`config.mk`:
```
export PLATFORM = sky130hd
export DESIGN_NAME = steer_en_ctrl
export DESIGN_NICKNAME = d
export VERILOG_FILES = /design/src/rtl/steer_en_ctrl.sv
export SDC_FILE = /design/constraint.sdc
export NUM_CORES = 1
export LEC_CHECK = 0
export ABC_AREA = 1
export BUFFER_PORTS_ARGS = -buffer_cell sky130_fd_sc_hd__buf_2
export CORE_AREA = 2 2 87 97
export CTS_BUF_LIST = sky130_fd_sc_hd__clkbuf_8
export DETAILED_ROUTE_END_ITERATION = 10
export DIE_AREA = 0 0 89 99
export GPL_TIMING_DRIVEN = 0
export PLACE_DENSITY = 0.79
export SLEW_MARGIN = 20
export SYNTH_ARGS = -nofsm -noshare
export SYNTH_HDL_FRONTEND = slang
export SYNTH_SLANG_ARGS = --single-unit
```
`constraint.sdc`:
```
create_clock -name clk -period 8.4 [get_ports clk]
set_input_delay 2.52 -clock clk [delete_from_list [all_inputs] [get_ports clk]]
set_output_delay 2.52 -clock clk [all_outputs]
set_load 0.03 [all_outputs]
```
`src/rtl/steer_en_ctrl.sv`:
```
// -----------------------------------------------------------------------------
// steer_en_ctrl
// Rider-detect and steering-enable sequencer in front of balance_cntrl.
// Qualifies left/right load-cell samples and produces:
//   rider_off    - no rider present, PID integrator held clear
//   en_steer     - differential steering input applied
//   ld_cell_diff - signed lft_ld-rght_ld, saturated to 12 bits
// Steering is enabled only after the rider has stayed balanced for
// TMR_CYCLES consecutive clocks.
// -----------------------------------------------------------------------------
module steer_en_ctrl #(
  parameter logic [11:0] MIN_RIDER_WT = 12'h200,
  parameter logic [11:0] WT_HYST      = 12'h040,
  parameter int          TMR_W        = 26,
  parameter int          TMR_CYCLES   = 2**26
) (
  input  logic        clk,
  input  logic        rst,
  input  logic        vld,
  input  logic [11:0] lft_ld,
  input  logic [11:0] rght_ld,
  output logic        rider_off,
  output logic        en_steer,
  output logic [11:0] ld_cell_diff
);

  localparam logic [1:0] IDLE  = 2'd0;
  localparam logic [1:0] WAIT  = 2'd1;
  localparam logic [1:0] STEER = 2'd2;

  // Rider counts as gone only below the hysteresis band.
  localparam logic [12:0]      GONE_WT = {1'b0, MIN_RIDER_WT - WT_HYST};
  localparam logic [TMR_W-1:0] TMR_MAX = TMR_W'(TMR_CYCLES - 1);
  localparam logic [TMR_W-1:0] TMR_ONE = TMR_W'(1);

  logic [1:0]        r_state;
  logic [TMR_W-1:0]  r_timer;
  logic              r_rider_off;
  logic              r_en_steer;
  logic [11:0]       r_ld_cell_diff;

  logic [12:0]        w_sum;
  logic signed [12:0] w_diff;
  logic [12:0]        w_abs_diff;
  logic [11:0]        w_diff_sat;
  logic               w_present;
  logic               w_gone;
  logic               w_balanced;
  logic               w_step_off;
  logic               w_tmr_done;
  logic [1:0]         w_nxt_state;
  logic [TMR_W-1:0]   w_nxt_timer;

  // Load-cell arithmetic and qualification predicates.
  always_comb begin
    w_sum      = {1'b0, lft_ld} + {1'b0, rght_ld};
    w_diff     = $signed({1'b0, lft_ld}) - $signed({1'b0, rght_ld});
    // |diff| is at most 4095, so the 13-bit negate cannot overflow.
    w_abs_diff = w_diff[12] ? 13'(-w_diff) : 13'(w_diff);
    if (w_diff > 13'sd2047)
      w_diff_sat = 12'h7FF;
    else if (w_diff < -13'sd2048)
      w_diff_sat = 12'h800;
    else
      w_diff_sat = w_diff[11:0];
    w_present  = (w_sum > {1'b0, MIN_RIDER_WT});
    w_gone     = (w_sum < GONE_WT);
    w_balanced = (w_abs_diff < (w_sum >> 2));
    w_step_off = (w_abs_diff > (w_sum - (w_sum >> 4)));
    w_tmr_done = (r_timer == TMR_MAX);
  end

  // Next-state decode; transitions happen only on valid samples.
  always_comb begin
    // NOTE: default assignment first so no path leaves w_nxt_state unassigned
    // and infers a latch.
    w_nxt_state = r_state;
    if (vld) begin
      case (r_state)
        IDLE:    if (w_present) w_nxt_state = WAIT;
        WAIT: begin
          if (w_gone)                        w_nxt_state = IDLE;
          else if (w_balanced && w_tmr_done) w_nxt_state = STEER;
        end
        STEER: begin
          if (w_gone)          w_nxt_state = IDLE;
          else if (w_step_off) w_nxt_state = WAIT;
        end
        default: w_nxt_state = IDLE;
      endcase
    end
  end

  // Balance timer: runs only while remaining in WAIT, restarts on imbalance.
  always_comb begin
    w_nxt_timer = '0;
    if (r_state == WAIT && w_nxt_state == WAIT) begin
      if (vld && !w_balanced)
        w_nxt_timer = '0;
      else if (w_tmr_done)
        w_nxt_timer = r_timer;
      else
        w_nxt_timer = r_timer + TMR_ONE;
    end
  end

  // State, timer and registered Moore outputs decoded from the next state.
  always_ff @(posedge clk) begin
    // NOTE: non-blocking assignments so every register samples pre-edge values.
    if (rst) begin
      r_state        <= IDLE;
      r_timer        <= '0;
      r_rider_off    <= 1'b1;
      r_en_steer     <= 1'b0;
      r_ld_cell_diff <= '0;
    end else begin
      r_state     <= w_nxt_state;
      r_timer     <= w_nxt_timer;
      r_rider_off <= (w_nxt_state == IDLE);
      r_en_steer  <= (w_nxt_state == STEER);
      if (vld)
        r_ld_cell_diff <= w_diff_sat;
    end
  end

  assign rider_off    = r_rider_off;
  assign en_steer     = r_en_steer;
  assign ld_cell_diff = r_ld_cell_diff;

endmodule

```
==> run summary <==
crit path kind: input pin to register
cell taking the most area after synthesis: dfxtp_1
worst vdd ir: 0.08327 mV
unrepaired setup endpoints after global routing: no
fin area: 5315 sq um
pin count of the biggest net entering global routing: 14
insertion delay to the later sink of the worst-skew pair: 300 ps
Required @ worst endpoint: 8630 ps
1st-iter DRT viols: 166
Critical Path Fanout Max: 10
nets: 842
synthesized cell area: 4822 sq um
Cell Rows: 34
die area: 8811 sq um
Syn Nets: 795
PD cells: 182.3 nW/um^2
final setup margin: 626.1 ps
Async SR Flop Fraction: 0
drt drc: 0
Routed wire per std cell: 13.65 um
Leak: 0.002590 uW
Post-synth top cells: 162 x nand2_1, 92 x inv_1, 58 x ha_1
Clock Pin Slew Worst Setup and Hold Paths: 80 ps
Final HPWL DP: 10,040 um
slowest CP cell: ha_1
core area: 7828 sq um
Starting Density: 0.6160
IO Count: 41
final setup vio count: 0
HP Class: register to register
FMAX: 128.6 MHz
Hold Vio Cnt, Final: 0
sequential-to-total area share from yosys stat: 0.1744
syn_area_per_cell: 6.821 sq um
final WL: 11,780 um
Final Skew: 7.606 ps
post-synth top area share: 0.1744
outcome: completed
Worst slew margin: 0.5471
Critical Path AT: 8000 ps
layout cells sized above 1: 0.1695
MaxCap Viol Count: 0
Layout fillers: 744
Main synth FF type: dfxtp_1
Synth area leaders: dfxtp_1 17%, ha_1 15%, nand2_1 13%
number of clock sinks: 42
initial antenna violation count: 0
Reg2Reg Setup Slack: 5890 ps
slew at the pin with the worst max-slew slack: 677.0 ps
fin crit share: 0.9255
slowest stage delay, CP: 420 ps
synth unique cells: 47
Ant. Diodes: 0
DR pass1 iterations: 5
Post-CTS Hold Buffers: 0
Routed Antenna Nets: 0
RD Place Congestion: 0.9351
Root Driver: clkbuf_8
most frequent CP cell: o21ai_0
post-route minimum period: 7774 ps
dpl ws: 191.4 ps
Critical Path End Type: register
GRT Util Overall: 0.2862
YS warnings: 0
Die Width: 89 um
Syn-to-layout area delta: 10.22%
most common cell in the synthesized netlist: nand2_1
Die Y: 99 um
worst hold slack: 463.7 ps
Cells after Synth: 707
setup_tns: 0 ps
Yosys reg bits: 42
startpoint type of the worst setup path: input pin
via count: 4,642
first-pass GRT wire length: 20,110 um
vias per cell: 5.379
CTS Buffer Depth: 2
grt total ovfl: 0
Slew Limit Fails: 0
CTS Buf Count: 5
vias in the first global route: 4,713
dpl cell area: 5157 sq um
port bufs: 40
TritonCTS clock tree: yes
number of synthesized flops with an enable pin: 0
H-tree depth: 2
kinds of logic (layout without fill, tap and decap cells):
kind of cell	after synthesis	count (layout)	synth area share
simple gates	346	346	0.3498
buf+inv	119	167	0.1030
compound gates	86	86	0.1051
fa+ha+maj	61	61	0.1629
xor+xnor	53	53	0.1048
flops	42	42	0.1744
registers in the layout, summed over array words and instances, names as in the netlist:
name and count:
r_timer 26, en_steer 1, rider_off 1, ld_cell_diff 12, r_state 2
routing by layer:
metal,track usage,up-vias,wire length [um]
met1,0.3072,2134,4874
li1,-,2397,-
met4,0.1114,0,324
met3,0.03183,28,284
met2,0.5517,83,6297
met5,0,-,0
power by group:
group / internal [uW] / switching (uW)
Sequential: 207 / 3.81
Clock: 127 / 76.1
Combinational: 205 / 350
Total: 538 / 430
path summary, 6_finish.rpt:
path	from	endpoint	cells after the start
setup reg to reg	r_timer[0]	r_timer[22]	17
hold / removal	ld_cell_diff[3]	ld_cell_diff[3]	2
setup / recovery	rght_ld[5]	r_timer[7]	32
hold reg to reg	ld_cell_diff[3]	ld_cell_diff[3]	2
placed cells by master, fill, tap and decap left out, drive strengths merged:
cell type and n:
nand4 14, inv 104, a31o 1, nand3 45
a21boi 1, fa 3, a21o 3, nor3 40
clkinv 2, bufinv 2, o211ai 1, clkbuf 10
nand2 177, buf 49, nor3b 1, nand3b 1
a21oi 43, a22oi 1, ha 58, xor2 40
o21ai 27, dfxtp 42, nor2 59, nor4 8
a31oi 2, xnor2 13, o221ai 1, o31ai 2
o21bai 3, o311a 1, nor4b 1
critical path, delay by kind of cell:
kind	cells	cell delay, ps
AO/OA/AOI/OAI	11	2110
AND/OR/NAND/NOR	11	1320
adder cells (fa/ha/maj)	3	1080
buffers and inverters	5	600
XOR/XNOR	2	380
final cells by class:
class	count	area, sq um	share of cell area
sequential	42	840.8	0.1582
clock inverter	2	60.06	0.01130
tap	108	135.1	0.02542
inverter	106	400.4	0.07533
buffer	13	96.34	0.01813
clock buffer	6	82.58	0.01554
multi-input combinational	546	3500	0.6584
timing repair buffer	40	200.2	0.03766
through the flow:
stage,cells,total power (uW),utilization
after global routing,863,1058,0.6790
after CTS,863,967.9,0.6771
final,863,968.7,0.6790
after detailed placement,855,762.5,0.6589
after floorplan,707,641.7,-
after global placement,855,747.9,0.6589
repair_timing:
item                       CTS  global route
setup endpoints to repair    0            20
resized for setup            0             2
setup buffers                0             0
Note: power is estimated with default switching activity, not from simulation.
